File: src/rtl/serial_subtractor_pkg.sv
// Shared definitions for the bit-serial subtractor: FSM state encodings and
// the legal operand width range.
`timescale 1ns/1ps
package serial_subtractor_pkg;

  localparam int WIDTH_MIN = 2;
  localparam int WIDTH_MAX = 32;

  typedef enum logic [1:0] {
    ST_IDLE = 2'd0,
    ST_RUN  = 2'd1,
    ST_DONE = 2'd2
  } state_t;

endpackage

File: src/rtl/serial_subtractor_if.sv
// Start/done handshake and operand/result bus between a controlling FSM
// (master) and the serial subtractor (slave).
`timescale 1ns/1ps
interface serial_subtractor_if #(
  parameter int WIDTH = 8
);
  logic             start;
  logic [WIDTH-1:0] a;
  logic [WIDTH-1:0] b;
  logic             bin;
  logic             busy;
  logic             done;
  logic [WIDTH-1:0] diff;
  logic             bout;

  modport master (
    output start, a, b, bin,
    input  busy, done, diff, bout
  );

  modport slave (
    input  start, a, b, bin,
    output busy, done, diff, bout
  );
endinterface

File: src/rtl/serial_subtractor_full_subtractor.sv
// Single-bit full subtractor cell: x - y - bi -> difference d, borrow-out bo.
`timescale 1ns/1ps
module full_subtractor (
  input  logic x,
  input  logic y,
  input  logic bi,
  output logic d,
  output logic bo
);
  assign d  = x ^ y ^ bi;
  assign bo = (~x & y) | (~(x ^ y) & bi);
endmodule

File: src/rtl/serial_subtractor.sv
// Bit-serial subtractor: diff = a - b - bin, one bit per clock LSB first,
// through one full-subtractor cell with the borrow held in a flop.
`timescale 1ns/1ps
module serial_subtractor
  import serial_subtractor_pkg::*;
#(
  parameter int WIDTH = 8
) (
  input  logic              clk,
  input  logic              rst_n,
  serial_subtractor_if.slave bus
);
  localparam int            CW   = $clog2(WIDTH + 1);
  localparam logic [CW-1:0] LAST = CW'(WIDTH - 1);

  state_t           state_reg;
  logic [WIDTH-1:0] a_sh_reg;
  logic [WIDTH-1:0] b_sh_reg;
  logic [WIDTH-1:1] res_sh_reg;
  logic [WIDTH-1:0] res_next;
  logic [WIDTH-1:0] diff_reg;
  logic [CW-1:0]    cnt_reg;
  logic             borrow_reg;
  logic             busy_reg;
  logic             done_reg;
  logic             bout_reg;
  logic             d_bit;
  logic             bo_bit;

  full_subtractor u_cell (
    .x  (a_sh_reg[0]),
    .y  (b_sh_reg[0]),
    .bi (borrow_reg),
    .d  (d_bit),
    .bo (bo_bit)
  );

  // The oldest result bit would fall off the bottom on the last shift, so the
  // partial-result register only needs WIDTH-1 bits; the full word is formed here.
  assign res_next = {d_bit, res_sh_reg};

  always_ff @(posedge clk or negedge rst_n) begin
    if (!rst_n) begin
      state_reg  <= ST_IDLE;
      a_sh_reg   <= '0;
      b_sh_reg   <= '0;
      res_sh_reg <= '0;
      diff_reg   <= '0;
      cnt_reg    <= '0;
      borrow_reg <= 1'b0;
      busy_reg   <= 1'b0;
      done_reg   <= 1'b0;
      bout_reg   <= 1'b0;
    end else begin
      case (state_reg)
        ST_IDLE: begin
          done_reg <= 1'b0;
          if (bus.start) begin
            a_sh_reg   <= bus.a;
            b_sh_reg   <= bus.b;
            borrow_reg <= bus.bin;
            cnt_reg    <= '0;
            busy_reg   <= 1'b1;
            state_reg  <= ST_RUN;
          end
        end
        ST_RUN: begin
          a_sh_reg   <= a_sh_reg >> 1;
          b_sh_reg   <= b_sh_reg >> 1;
          res_sh_reg <= res_next[WIDTH-1:1];
          borrow_reg <= bo_bit;
          cnt_reg    <= cnt_reg + CW'(1);
          // diff/bout only move here so RUN never exposes a partial word.
          if (cnt_reg == LAST) begin
            diff_reg  <= res_next;
            bout_reg  <= bo_bit;
            busy_reg  <= 1'b0;
            done_reg  <= 1'b1;
            state_reg <= ST_DONE;
          end
        end
        ST_DONE: begin
          done_reg <= 1'b0;
          if (bus.start) begin
            a_sh_reg   <= bus.a;
            b_sh_reg   <= bus.b;
            borrow_reg <= bus.bin;
            cnt_reg    <= '0;
            busy_reg   <= 1'b1;
            state_reg  <= ST_RUN;
          end else begin
            state_reg <= ST_IDLE;
          end
        end
        default: begin
          busy_reg  <= 1'b0;
          done_reg  <= 1'b0;
          state_reg <= ST_IDLE;
        end
      endcase
    end
  end

  assign bus.busy = busy_reg;
  assign bus.done = done_reg;
  assign bus.diff = diff_reg;
  assign bus.bout = bout_reg;

endmodule
File: src/flat_wrapper.sv
// flat-port wrapper written by rule: the top's interface ports become plain ports
module serial_subtractor_flat import serial_subtractor_pkg::*;
#(
  parameter int WIDTH = 8
)
  (clk, rst_n, bus_start, bus_a, bus_b, bus_bin, bus_busy, bus_done, bus_diff, bus_bout);
  serial_subtractor_if #(.WIDTH(WIDTH)) bus_i ();
  input  logic clk;
  input  logic rst_n;
  input wire logic [$bits(bus_i.start)-1:0] bus_start;
  input wire logic [$bits(bus_i.a)-1:0] bus_a;
  input wire logic [$bits(bus_i.b)-1:0] bus_b;
  input wire logic [$bits(bus_i.bin)-1:0] bus_bin;
  output wire logic [$bits(bus_i.busy)-1:0] bus_busy;
  output wire logic [$bits(bus_i.done)-1:0] bus_done;
  output wire logic [$bits(bus_i.diff)-1:0] bus_diff;
  output wire logic [$bits(bus_i.bout)-1:0] bus_bout;
  assign bus_i.start = bus_start;
  assign bus_i.a = bus_a;
  assign bus_i.b = bus_b;
  assign bus_i.bin = bus_bin;
  assign bus_busy = bus_i.busy;
  assign bus_done = bus_i.done;
  assign bus_diff = bus_i.diff;
  assign bus_bout = bus_i.bout;
  serial_subtractor #(.WIDTH(WIDTH)) u_core (.clk(clk), .rst_n(rst_n), .bus(bus_i));
endmodule
File: config.mk
export PLATFORM = sky130hd
export DESIGN_NAME = serial_subtractor_flat
export DESIGN_NICKNAME = d
export VERILOG_FILES = /design/src/rtl/serial_subtractor_pkg.sv /design/src/rtl/serial_subtractor_if.sv /design/src/rtl/serial_subtractor_full_subtractor.sv /design/src/rtl/serial_subtractor.sv /design/src/flat_wrapper.sv
export SDC_FILE = /design/constraint.sdc
export NUM_CORES = 1
export LEC_CHECK = 0
export BUFFER_PORTS_ARGS = -buffer_cell sky130_fd_sc_hd__buf_2
export CAP_MARGIN = 20
export CORE_AREA = 2 2 77 79
export CTS_CLUSTER_DIAMETER = 80
export DETAILED_ROUTE_END_ITERATION = 12
export DIE_AREA = 0 0 79 81
export GPL_ROUTABILITY_DRIVEN = 0
export GPL_TIMING_DRIVEN = 0
export PLACE_DENSITY = 0.6
export SETUP_SLACK_MARGIN = 0.4
export SLEW_MARGIN = 20
export SYNTH_ARGS = -nofsm -noshare
export SYNTH_HDL_FRONTEND = slang
export SYNTH_SLANG_ARGS = --single-unit
export TNS_END_PERCENT = 100
File: constraint.sdc
create_clock -name clk -period 1.4 [get_ports clk]
set_clock_uncertainty 0.1 [all_clocks]
set_input_delay 0.07 -clock clk [delete_from_list [all_inputs] [get_ports clk]]
set_output_delay 0.07 -clock clk [all_outputs]
set_load 0.05 [all_outputs]
==> summary.md, run 1 <==
| Metric | Value |
|---|---|
| Relative slew slack | `39.5%` |
| Post-DP HPWL | `2250 um` |
| Placed inst area | `~2200 sq um` |
| Max Cap Viol | `0` |
| Sw frac | `34.7%` |
| Cell area after layout | `around 2900 sq um` |
| Mapped Area | `1900 sq um` |
| Comb power frac | `59.3%` |
| Net switching power | `2550 uW` |
| Root buffer cell | `clkbuf_8` |
| Seq pwr share | `29.3%` |
| Synth unique cells | `28` |
| Worst EP required | `1.47 ns` |
| First-pass GRT wire length | `about 6200 um` |
| Setup TNS | `-1.61 ns` |
| Die X | `79 um` |
| Pin count of the biggest net entering global routing | `42` |
| DRC Markers | `0` |
| PD cells | `approximately 2600 nW/um^2` |
| Chip height | `roughly 81 um` |
| H-tree depth | `2` |
| Row cnt | `28` |
| Top cell type's share of synthesized area | `approximately 54%` |
| Diode count | `0` |
| Fraction of layout cells with a size suffix above 1 | `~66%` |
| Synth top area cells | `dfrtp_1 54%, mux2_2 20%, mux2_4 6.3%, mux2i_1 3.2%, buf_12 2.1%` |
| CTS tree | `built` |
| Port Buffers | `30` |
| Detailed Route Iter0 Violations | `39` |
| GRT overflow | `0` |
| Insertion delay to the later sink of the worst-skew pair | `0.28 ns` |
| Total core area | `approximately 5700 sq um` |
| F_max | `about 660 MHz` |
| CTS Buf Count | `5` |
| Tmin final | `1.52 ns` |
| Seq/Total Area, Yosys | `53.9%` |
| Vias in the first global route | `1,321` |
| RSZ-0062 raised after global routing | `yes` |
| Starting Density | `approximately 34%` |
| Synth warnings | `0` |
| Final setup margin | `-0.118 ns` |
| Worst hold slack | `-0.189 ns` |
| Syn_area_per_cell | `14.5 sq um` |
| Max Root-Sink Buffers | `2` |
| Register Area | `1030 sq um` |
| Clock power share | `11.4%` |
| Synth Register Bits | `41` |
| Clock sinks | `41` |
| HP Class | `in2async` |
| First-pass iteration count of the detailed router | `4` |
| Actual slew at the worst max-slew pin | `0.907 ns` |
| Hold buffer count at CTS | `4` |
| Crit path DAT | `1.59 ns` |
| CP Capture Type | `flip-flop` |
| Final setup vio count | `26` |
| Internal power | `between 4000 and 5000 uW` |
| Area of the multi-input gates | `948 sq um` |
| Initial antenna violation count | `0` |
| Maximum VDD drop | `1.23 mV` |
| Area leader, netlist | `dfrtp_1` |
| Vias per std cell | `between 4 and 5` |
| Leakage | `0.00140 uW` |
| Top Ports | `31` |
| # fillers | `508` |
| Clk pin slew, worst setup/hold paths | `0.08 ns` |
| DR WL/cell | `13.5 um` |
| Maximum fanout along the worst path | `4` |
| Kind of critical path | `reg2reg` |
| Commonest non-fill, non-tap cell in the layout | `dfrtp_1` |
| Die Footprint | `6400 sq um` |
| Synth Instances | `approximately 130` |
| Final net count | `224` |
| Fin. Hold Viols | `41` |
| Antenna-violating nets left | `0` |
| Max-slew violation count | `0` |
| Gr usage total | `12.4%` |
| Period utilization | `108%` |
| Net count of the mapped netlist | `153` |
| Status | `complete, but fails checks` |
| Failing checks | `negative hold slack, negative setup slack` |
| Commonest non-fill, non-tap cells in the layout | `40 x dfrtp_1, 29 x mux2_4, 25 x buf_6` |
| Via count | `1,257` |
| Startpoint Class | `flip-flop` |
| Area growth, synth to finish | `50.3%` |
| Routed WL | `3740 um` |
==> final timing paths <==
check / from / end / slack (ns) / cells after the start
worst max-delay path: u_core.cnt_reg[0] / u_core.bus.diff[6] / -0.12 / 5
min in group clk: bus_b[3] / u_core.b_sh_reg[3] / 0.04 / 3
max in group asynchronous: rst_n / u_core.state_reg[1] / 0.77 / 1
worst min register to register: u_core.a_sh_reg[5] / u_core.a_sh_reg[5] / 0.41 / 1
worst max register to register: u_core.cnt_reg[0] / u_core.bus.diff[6] / -0.12 / 5
worst min-delay path: rst_n / u_core.res_sh_reg[2] / -0.19 / 1
==> metal layers <==
layer	wire length, um	global-route usage (%)
met1	1710	16.4
met4	34	3.79
met5	0	0
met3	153	3.44
met2	1850	20.0
==> stage by stage <==
step           hold WS, ns  util (%)  power, uW  setup WS (ns)  instances
2_1_floorplan       -0.326         -       4600        -0.0988        131
3_3_place_gp         0.130      39.1       5050         -0.199        236
3_5_place_dp         0.148      39.1       5160         -0.243        236
4_1_cts             -0.167      47.5       6960         -0.109        267
5_1_grt             -0.116      50.4       7790         -0.185        278
6_report            -0.189      50.4       7360         -0.118        278
==> Yosys cell counts <==
| cell | instances |
|---|---|
| nand2_8 | 1 |
| nand3_1 | 4 |
| nor3b_1 | 1 |
| buf_12 | 2 |
| ha_1 | 1 |
| o32ai_1 | 1 |
| mux2_4 | 8 |
| a21oi_1 | 1 |
| buf_2 | 3 |
| o21ai_0 | 6 |
| nand3b_1 | 1 |
| nor2_1 | 4 |
| o31ai_1 | 1 |
| xnor2_1 | 1 |
| dfrtp_1 | 41 |
| inv_1 | 6 |
| a22o_1 | 1 |
| nand2b_2 | 1 |
| nor2_8 | 1 |
| fa_1 | 1 |
| nand4b_1 | 1 |
| mux2i_1 | 6 |
| mux2_2 | 33 |
| and3b_1 | 1 |
| nand2b_4 | 1 |
| buf_4 | 1 |
| o22ai_1 | 1 |
| nand2_1 | 1 |
==> cells by family (layout without fill, tap and decap cells) <==
logic type	count (synthesis)	after routing	share of synthesized area [%]
AOI/OAI and AO/OA	11	11	3.48
xor gates and xnor gates	1	1	0.460
adders and majority gates	2	2	1.71
buffers and inverters	12	83	4.47
DFF	41	41	53.9
muxes	47	47	29.0
and+or+nand+nor	17	18	7.03
==> power groups by stage <==
stage / Combinational [uW] / Clock, uW / Sequential (uW)
floorplan: 2020 / 0 / 2570
global placement: 2970 / 0 / 2080
detailed placement: 3050 / 0 / 2120
CTS: 3950 / 867 / 2140
global route: 4650 / 916 / 2230
finish: 4360 / 838 / 2150
==> critical path, cell delays in order, from the launching register on <==
cell	delay [ns]
dfrtp_1	0.41
ha_4	0.17
nand3b_1	0.08
buf_6	0.15
nor2_4	0.18
mux2_4	0.31
==> cell type report <==
class / count / share of cell area (%)
timing repair buffer: 63 / 20.1
inverter: 6 / 0.787
tap: 75 / 3.28
clock buffer: 7 / 3.37
sequential: 41 / 35.9
buffer: 6 / 3.23
multi-input combinational: 79 / 33.1
clock inverter: 1 / 0.175
==> what timing repair did <==
item	4_1_cts	5_1_grt
pin swaps	7	13
gates resized for setup	53	14
setup buffers	18	9
hold endpoints to repair	45	41
setup endpoints to repair	52	52
gates cloned	1	2
No activity file was read; power rests on OpenSTA's default activity.
==> inputs of run 2 (changes only) <==
BUFFER_PORTS_ARGS = -buffer_cell sky130_fd_sc_hd__buf_4   (was -buffer_cell sky130_fd_sc_hd__buf_2)
PLACE_DENSITY = 0.58   (was 0.6)
RECOVER_POWER = 50   (was unset)
clock period = 1.5 ns   (was 1.4 ns; I/O delays follow)
==> run 2 against run 1 <==
Effect of this change:
- the run ends with negative setup slack left
- highest routed layer unchanged
- fmax decreased by 0.19%
- combinational power decreased by 6.0%
- non-clock buffer count increased by 4
- sequential cell count unchanged
- core utilization increased by 1.6 points
==> summary.md, run 2 (synthesis results as in run 1) <==
| Metric | Value |
|---|---|
| Fin. Hold Viols | `0 (was 41)` |
| Relative slew slack | `32.4% (was 39.5%)` |
| Initial antenna violation count | `0 (unchanged)` |
| Crit path DAT | `1.61 ns (was 1.59 ns)` |
| Root buffer cell | `clkbuf_8 (unchanged)` |
| Commonest non-fill, non-tap cells in the layout | `41 x buf_4, 40 x dfrtp_1, 30 x mux2_4 (was 40 x dfrtp_1, 29 x mux2_4, 25 x buf_6)` |
| CTS tree | `built (unchanged)` |
| DR WL/cell | `14.3 um (was 13.5 um)` |
| Failing checks | `negative setup slack (was negative hold slack, negative setup slack)` |
| Crit-path cells | `ha_2 > nand3b_1 > buf_6 > nor2_4 > mux2_4 (was ha_4 > nand3b_1 > buf_6 > nor2_4 > mux2_4)` |
| Max Root-Sink Buffers | `2 (unchanged)` |
| Placed inst area | `2290 sq um (was 2220 sq um)` |
| Vias per std cell | `4.58 (was 4.52)` |
| Maximum fanout along the worst path | `4 (unchanged)` |
| Hold Path End | `u_core.a_sh_reg[1]` |
| Worst hold slack | `0.0354 ns (was -0.189 ns)` |
| Routed WL | `4010 um (was 3740 um)` |
| CP Capture Type | `flip-flop (unchanged)` |
| Insertion delay to the later sink of the worst-skew pair | `0.29 ns (was 0.28 ns)` |
| Total core area | `5680 sq um (unchanged)` |
| Final setup margin | `-0.0211 ns (was -0.118 ns)` |
| RSZ-0062 raised after global routing | `yes (unchanged)` |
| Die Footprint | `6400 sq um (unchanged)` |
| Detailed Route Iter0 Violations | `48 (was 39)` |
| PD cells | `2360 nW/um^2 (was 2570 nW/um^2)` |
| Diode count | `0 (unchanged)` |
| Crit path largest cell delay | `0.38 ns (was 0.41 ns)` |
| RR Endpoint | `u_core.bus.diff[5] (was u_core.bus.diff[6])` |
| Startpoint Class | `flip-flop (unchanged)` |
| First-pass GRT wire length | `6460 um (was 6200 um)` |
| Worst path slowest cell | `dfrtp_1 (unchanged)` |
| Die X | `79 um (unchanged)` |
| Kind of critical path | `reg2reg (unchanged)` |
| CTS Buf Count | `5 (unchanged)` |
| Commonest non-fill, non-tap cell in the layout | `buf_4 (was dfrtp_1)` |
| Max-slew violation count | `0 (unchanged)` |
| F_max | `657 MHz (was 659 MHz)` |
| Top Ports | `31 (unchanged)` |
| Max Cap Viol | `0 (unchanged)` |
| Post-DP HPWL | `2340 um (was 2250 um)` |
| H-tree depth | `2 (unchanged)` |
| Antenna-violating nets left | `0 (unchanged)` |
| GRT overflow | `0 (unchanged)` |
| Pin count of the biggest net entering global routing | `42 (unchanged)` |
| Hold path start | `bus_a[1]` |
| Tmin final | `1.52 ns (about the same)` |
| HP Class | `in2reg (was in2async)` |
| Starting Density | `33.6% (unchanged)` |
| Crit path buf inv count | `1 (unchanged)` |
| Actual slew at the worst max-slew pin | `1.01 ns (was 0.907 ns)` |
| Row cnt | `28 (unchanged)` |
| Vias in the first global route | `1,319 (was 1,321)` |
| FF-to-FF Start | `u_core.cnt_reg[1] (was u_core.cnt_reg[0])` |
| CP top delay family | `flip-flops (unchanged)` |
| First-pass iteration count of the detailed router | `4 (unchanged)` |
| Maximum VDD drop | `0.884 mV (was 1.23 mV)` |
| Clock sinks | `41 (unchanged)` |
| Chip height | `81 um (unchanged)` |
| Cell area after layout | `2950 sq um (was 2860 sq um)` |
| Fraction of layout cells with a size suffix above 1 | `67.0% (was 65.5%)` |
| Leakage | `0.00144 uW (was 0.00140 uW)` |
| Period utilization | `101% (was 108%)` |
| Worst EP required | `1.58 ns (was 1.47 ns)` |
| Reg2reg path depth | `5 (unchanged)` |
| Clk pin slew, worst setup/hold paths | `0.08 ns (about the same)` |
| R2R Setup Slk | `-0.02 ns (was -0.12 ns)` |
| Power Total | `6960 uW (was 7360 uW)` |
| Gr usage total | `13.1% (was 12.4%)` |
| Status | `complete, but fails checks (unchanged)` |
| Final setup vio count | `3 (was 26)` |
| Via count | `1,288 (was 1,257)` |
| DRC Markers | `0 (unchanged)` |
| Area growth, synth to finish | `55.1% (was 50.3%)` |
| Final net count | `228 (was 224)` |
| Hold Path Depth | `3` |
| Port Buffers | `30 (unchanged)` |
-- run 2: worst max-delay path by stage --
stage | from | to | slack [ns] | depth (start not counted)
2_1_floorplan | u_core.cnt_reg[0] | u_core.bus.diff[0] | 0.001 | 4
3_3_place_gp | u_core.cnt_reg[0] | u_core.bus.diff[6] | -0.11 | 4
3_5_place_dp | u_core.cnt_reg[1] | u_core.bus.diff[7] | -0.13 | 4
4_1_cts | u_core.cnt_reg[0] | u_core.bus.diff[1] | 0.02 | 5
5_1_grt | u_core.cnt_reg[1] | u_core.bus.diff[5] | -0.05 | 5
6_report | u_core.cnt_reg[1] | u_core.bus.diff[5] | -0.02 | 5
-- run 2: metrics by stage --
step	util [%]	instances	TNS [ns]	setup slack, ns
floorplan	-	131	0	0.00121
global route	52.1	281	-0.330	-0.0524
global placement	40.4	236	-1.30	-0.107
detailed placement	40.4	236	-1.51	-0.129
finish	52.1	281	-0.0550	-0.0211
CTS	48.1	269	0	0.0193
-- run 2: worst min-delay path, cell delays in order --
cell,delay [ns]
buf_4,0.08
mux2_2,0.12
mux2_4,0.12
-- run 2: layout make-up --
| class | count | area (sq um) |
|---|---|---|
| timing repair buffer | 67 | 644 |
| buffer | 6 | 88.8 |
| clock buffer | 5 | 68.8 |
| sequential | 41 | 1030 |
| fill | 501 | 2720 |
| inverter | 6 | 22.5 |
| clock inverter | 2 | 35.0 |
| multi-input combinational | 79 | 973 |
| tap | 75 | 93.8 |
-- run 2: report_power, final --
group / internal [uW] / switching [uW] / total, uW / leakage (uW)
combinational: 2410 / 1690 / 4100 / 0.000883
clock: 483 / 367 / 851 / 0.0000540
sequential: 1640 / 361 / 2000 / 0.000501
total: 4540 / 2420 / 6960 / 0.00144
-- run 2: routing by layer --
| layer | global-route usage, % | wire (um) |
|---|---|---|
| met5 | 0 | 0 |
| met1 | 16.8 | 1740 |
| met4 | 4.14 | 33 |
| met3 | 3.67 | 157 |
| met2 | 21.7 | 2080 |
-- run 2: what timing repair did --
action | in CTS | in global routing
hold buffers | 5 | 0
gates cloned | 2 | 2
pin swaps | 10 | 8
endpoints found under the hold margin | 45 | 0
gates resized for setup | 30 | 27
buffers inserted | 19 | 10
setup endpoints to repair | 39 | 44
==> inputs of run 3 (changes only) <==
HOLD_SLACK_MARGIN = 0.15   (was unset)
==> run 3 against run 2 <==
Effect of this change:
- the flow still finishes with violations (negative setup slack)
- critical path type unchanged
- via count is 0.70% higher
- critical endpoint unchanged
- clock-buffer cell count unchanged
- register-to-register slack hardly changed
- highest routed layer unchanged
- largest cell class unchanged
- cell count grew 0.36%
- die area stayed put
- wire length is 0.30% higher
==> summary.md, run 3 (synthesis results as in run 1) <==
| Metric | Value |
|---|---|
| Area growth, synth to finish | `55.7% (was 55.1%)` |
| Worst path slowest cell | `dfrtp_1 (unchanged)` |
| Place WS | `-0.129 ns (unchanged)` |
| CP Capture Type | `flip-flop (unchanged)` |
| Pin count of the biggest net entering global routing | `42 (unchanged)` |
| Maximum VDD drop | `0.882 mV (was 0.884 mV)` |
| Starting Density | `33.6% (unchanged)` |
| Diode count | `0 (unchanged)` |
| Via count | `1,297 (was 1,288)` |
| Final setup vio count | `3 (unchanged)` |
| First-pass iteration count of the detailed router | `2 (was 4)` |
| Clk pin slew, worst setup/hold paths | `0.08 ns (about the same)` |
| DR WL/cell | `14.3 um (about the same)` |
| Chip height | `81 um (unchanged)` |
| CTS tree | `built (unchanged)` |
| HP Class | `in2reg (unchanged)` |
| GRT overflow | `0 (unchanged)` |
| Startpoint Class | `flip-flop (unchanged)` |
| Top Ports | `31 (unchanged)` |
| Actual slew at the worst max-slew pin | `1.01 ns (about the same)` |
| Final setup margin | `-0.0125 ns (was -0.0211 ns)` |
| Crit path largest cell delay | `0.37 ns (was 0.38 ns)` |
| Clock sinks | `41 (unchanged)` |
| Crit-path cells | `ha_2 > nand3b_1 > buf_6 > nor2_4 > mux2_4 (unchanged)` |
| Kind of critical path | `reg2reg (unchanged)` |
| Status | `complete, but fails checks (unchanged)` |
| Insertion delay to the later sink of the worst-skew pair | `0.29 ns (about the same)` |
| Final net count | `229 (was 228)` |
| Max Root-Sink Buffers | `2 (unchanged)` |
| Placed cell count | `236 (unchanged)` |
| Row cnt | `28 (unchanged)` |
| Fin cells | `282 (was 281)` |
| Clock power share | `12.2% (about the same)` |
| Relative slew slack | `32.9% (was 32.4%)` |
| Routed wl met2 | `2080 um (about the same)` |
| Vias per std cell | `4.60 (was 4.58)` |
| Wl on met1 | `1740 um (about the same)` |
| Commonest non-fill, non-tap cells in the layout | `41 x buf_4, 40 x dfrtp_1, 30 x mux2_4 (unchanged)` |
| Net switching power | `2420 uW (about the same)` |
| Die X | `79 um (unchanged)` |
| Comb power frac | `59.0% (about the same)` |
| CTS Buf Count | `5 (unchanged)` |
| Total core area | `5680 sq um (unchanged)` |
| DRC Markers | `0 (unchanged)` |
| Crit path DAT | `1.60 ns (was 1.61 ns)` |
| Maximum fanout along the worst path | `4 (unchanged)` |
| Sw frac | `34.8% (about the same)` |
| Final core occ | `52.2% (was 52.1%)` |
| Detailed Route Iter0 Violations | `45 (was 48)` |
| Seq pwr share | `28.8% (about the same)` |
| Port Buffers | `30 (unchanged)` |
| H-tree depth | `2 (unchanged)` |
| Root buffer cell | `clkbuf_8 (unchanged)` |
| Internal power | `4540 uW (about the same)` |
| WL met3 | `156 um (was 157 um)` |
| Vias in the first global route | `1,324 (was 1,319)` |
| Worst EP required | `1.58 ns (about the same)` |
| Routed WL | `4020 um (was 4010 um)` |
| Fin. Hold Viols | `0 (unchanged)` |
| Max-slew violation count | `0 (unchanged)` |
| Max Cap Viol | `0 (unchanged)` |
| First-pass GRT wire length | `6470 um (was 6460 um)` |
| RSZ-0062 raised after global routing | `yes (unchanged)` |
| Setup TNS | `-0.0297 ns (was -0.0550 ns)` |
| Antenna-violating nets left | `0 (unchanged)` |
| F_max | `661 MHz (was 657 MHz)` |
| PD cells | `2350 nW/um^2 (was 2360 nW/um^2)` |
| Failing checks | `negative setup slack (unchanged)` |
| Die Footprint | `6400 sq um (unchanged)` |
| Highest metal layer with signal wires | `met4 (unchanged)` |
| Commonest non-fill, non-tap cell in the layout | `buf_4 (unchanged)` |
| Gr usage total | `13.1% (about the same)` |
| Fraction of layout cells with a size suffix above 1 | `66.7% (was 67.0%)` |
| Period utilization | `101% (about the same)` |
| Tmin final | `1.51 ns (was 1.52 ns)` |
| Post-DP HPWL | `2340 um (unchanged)` |
| Initial antenna violation count | `0 (unchanged)` |
| Leakage | `0.00144 uW (about the same)` |
-- run 3: cell types whose count changed in the layout (fill, tap and decap cells not counted) --
cell / before / now
dlygate4sd3_1: 5 / 6
-- run 3: routing by layer --
metal / up-vias / global-route usage [%]
met4: 0 / 4.14
met2: 26 / 21.8
met3: 4 / 3.67
li1: 612 / -
met5: - / 0
met1: 655 / 16.8
-- run 3: final timing paths --
check,cells after the start,slack [ns],start,to
worst max-delay path,5,-0.01,u_core.cnt_reg[1],u_core.bus.diff[5]
worst min-delay path,3,0.04,bus_a[1],u_core.a_sh_reg[1]
worst max register to register,5,-0.01,u_core.cnt_reg[1],u_core.bus.diff[5]
worst min register to register,1,0.42,u_core.a_sh_reg[2],u_core.a_sh_reg[2]
max in group asynchronous,2,0.24,rst_n,u_core.state_reg[1]
min in group asynchronous,2,0.38,rst_n,u_core.bus.done
-- run 3: through the flow --
step                      instance area [sq um]  hold slack, ns  total power, uW
after floorplan                            1970          -0.321             4290
after global placement                     2290         -0.0199             4830
after detailed placement                   2290         -0.0109             4940
after CTS                                  2740          0.0239             6510
after global routing                       2960          0.0312             7370
final                                      2960          0.0353             6960
-- run 3: final cells by class --
class | instances | area [sq um]
Fill cell | 500 | 2710
Buffer | 6 | 88.8
Inverter | 6 | 22.5
Sequential cell | 41 | 1030
Tap cell | 75 | 93.8
Clock buffer | 5 | 68.8
Clock inverter | 2 | 35.0
Multi-Input combinational cell | 79 | 973
Timing Repair Buffer | 68 | 654
-- run 3: power groups by stage --
stage	Clock (uW)	Combinational, uW	Sequential [uW]
after floorplan	0	1890	2400
after global placement	0	2880	1960
after detailed placement	0	2950	1990
after CTS	877	3660	1970
after global routing	935	4360	2070
final	852	4110	2000
-- run 3: critical path: cells and delay by family, from the launching register on --
family	cells	cell delay [ns]
adders and majority gates	1	0.19
buffers and inverters	1	0.15
DFF	1	0.37
muxes	1	0.32
and+or+nand+nor	2	0.28
-- run 3: repair_timing --
item	4_1_cts	5_1_grt
endpoints found under the setup margin	39	44
hold endpoints to repair	61	17
pin swaps	10	8
gates resized for setup	30	27
gates cloned	2	2
buffers inserted	19	10
hold buffers	6	1
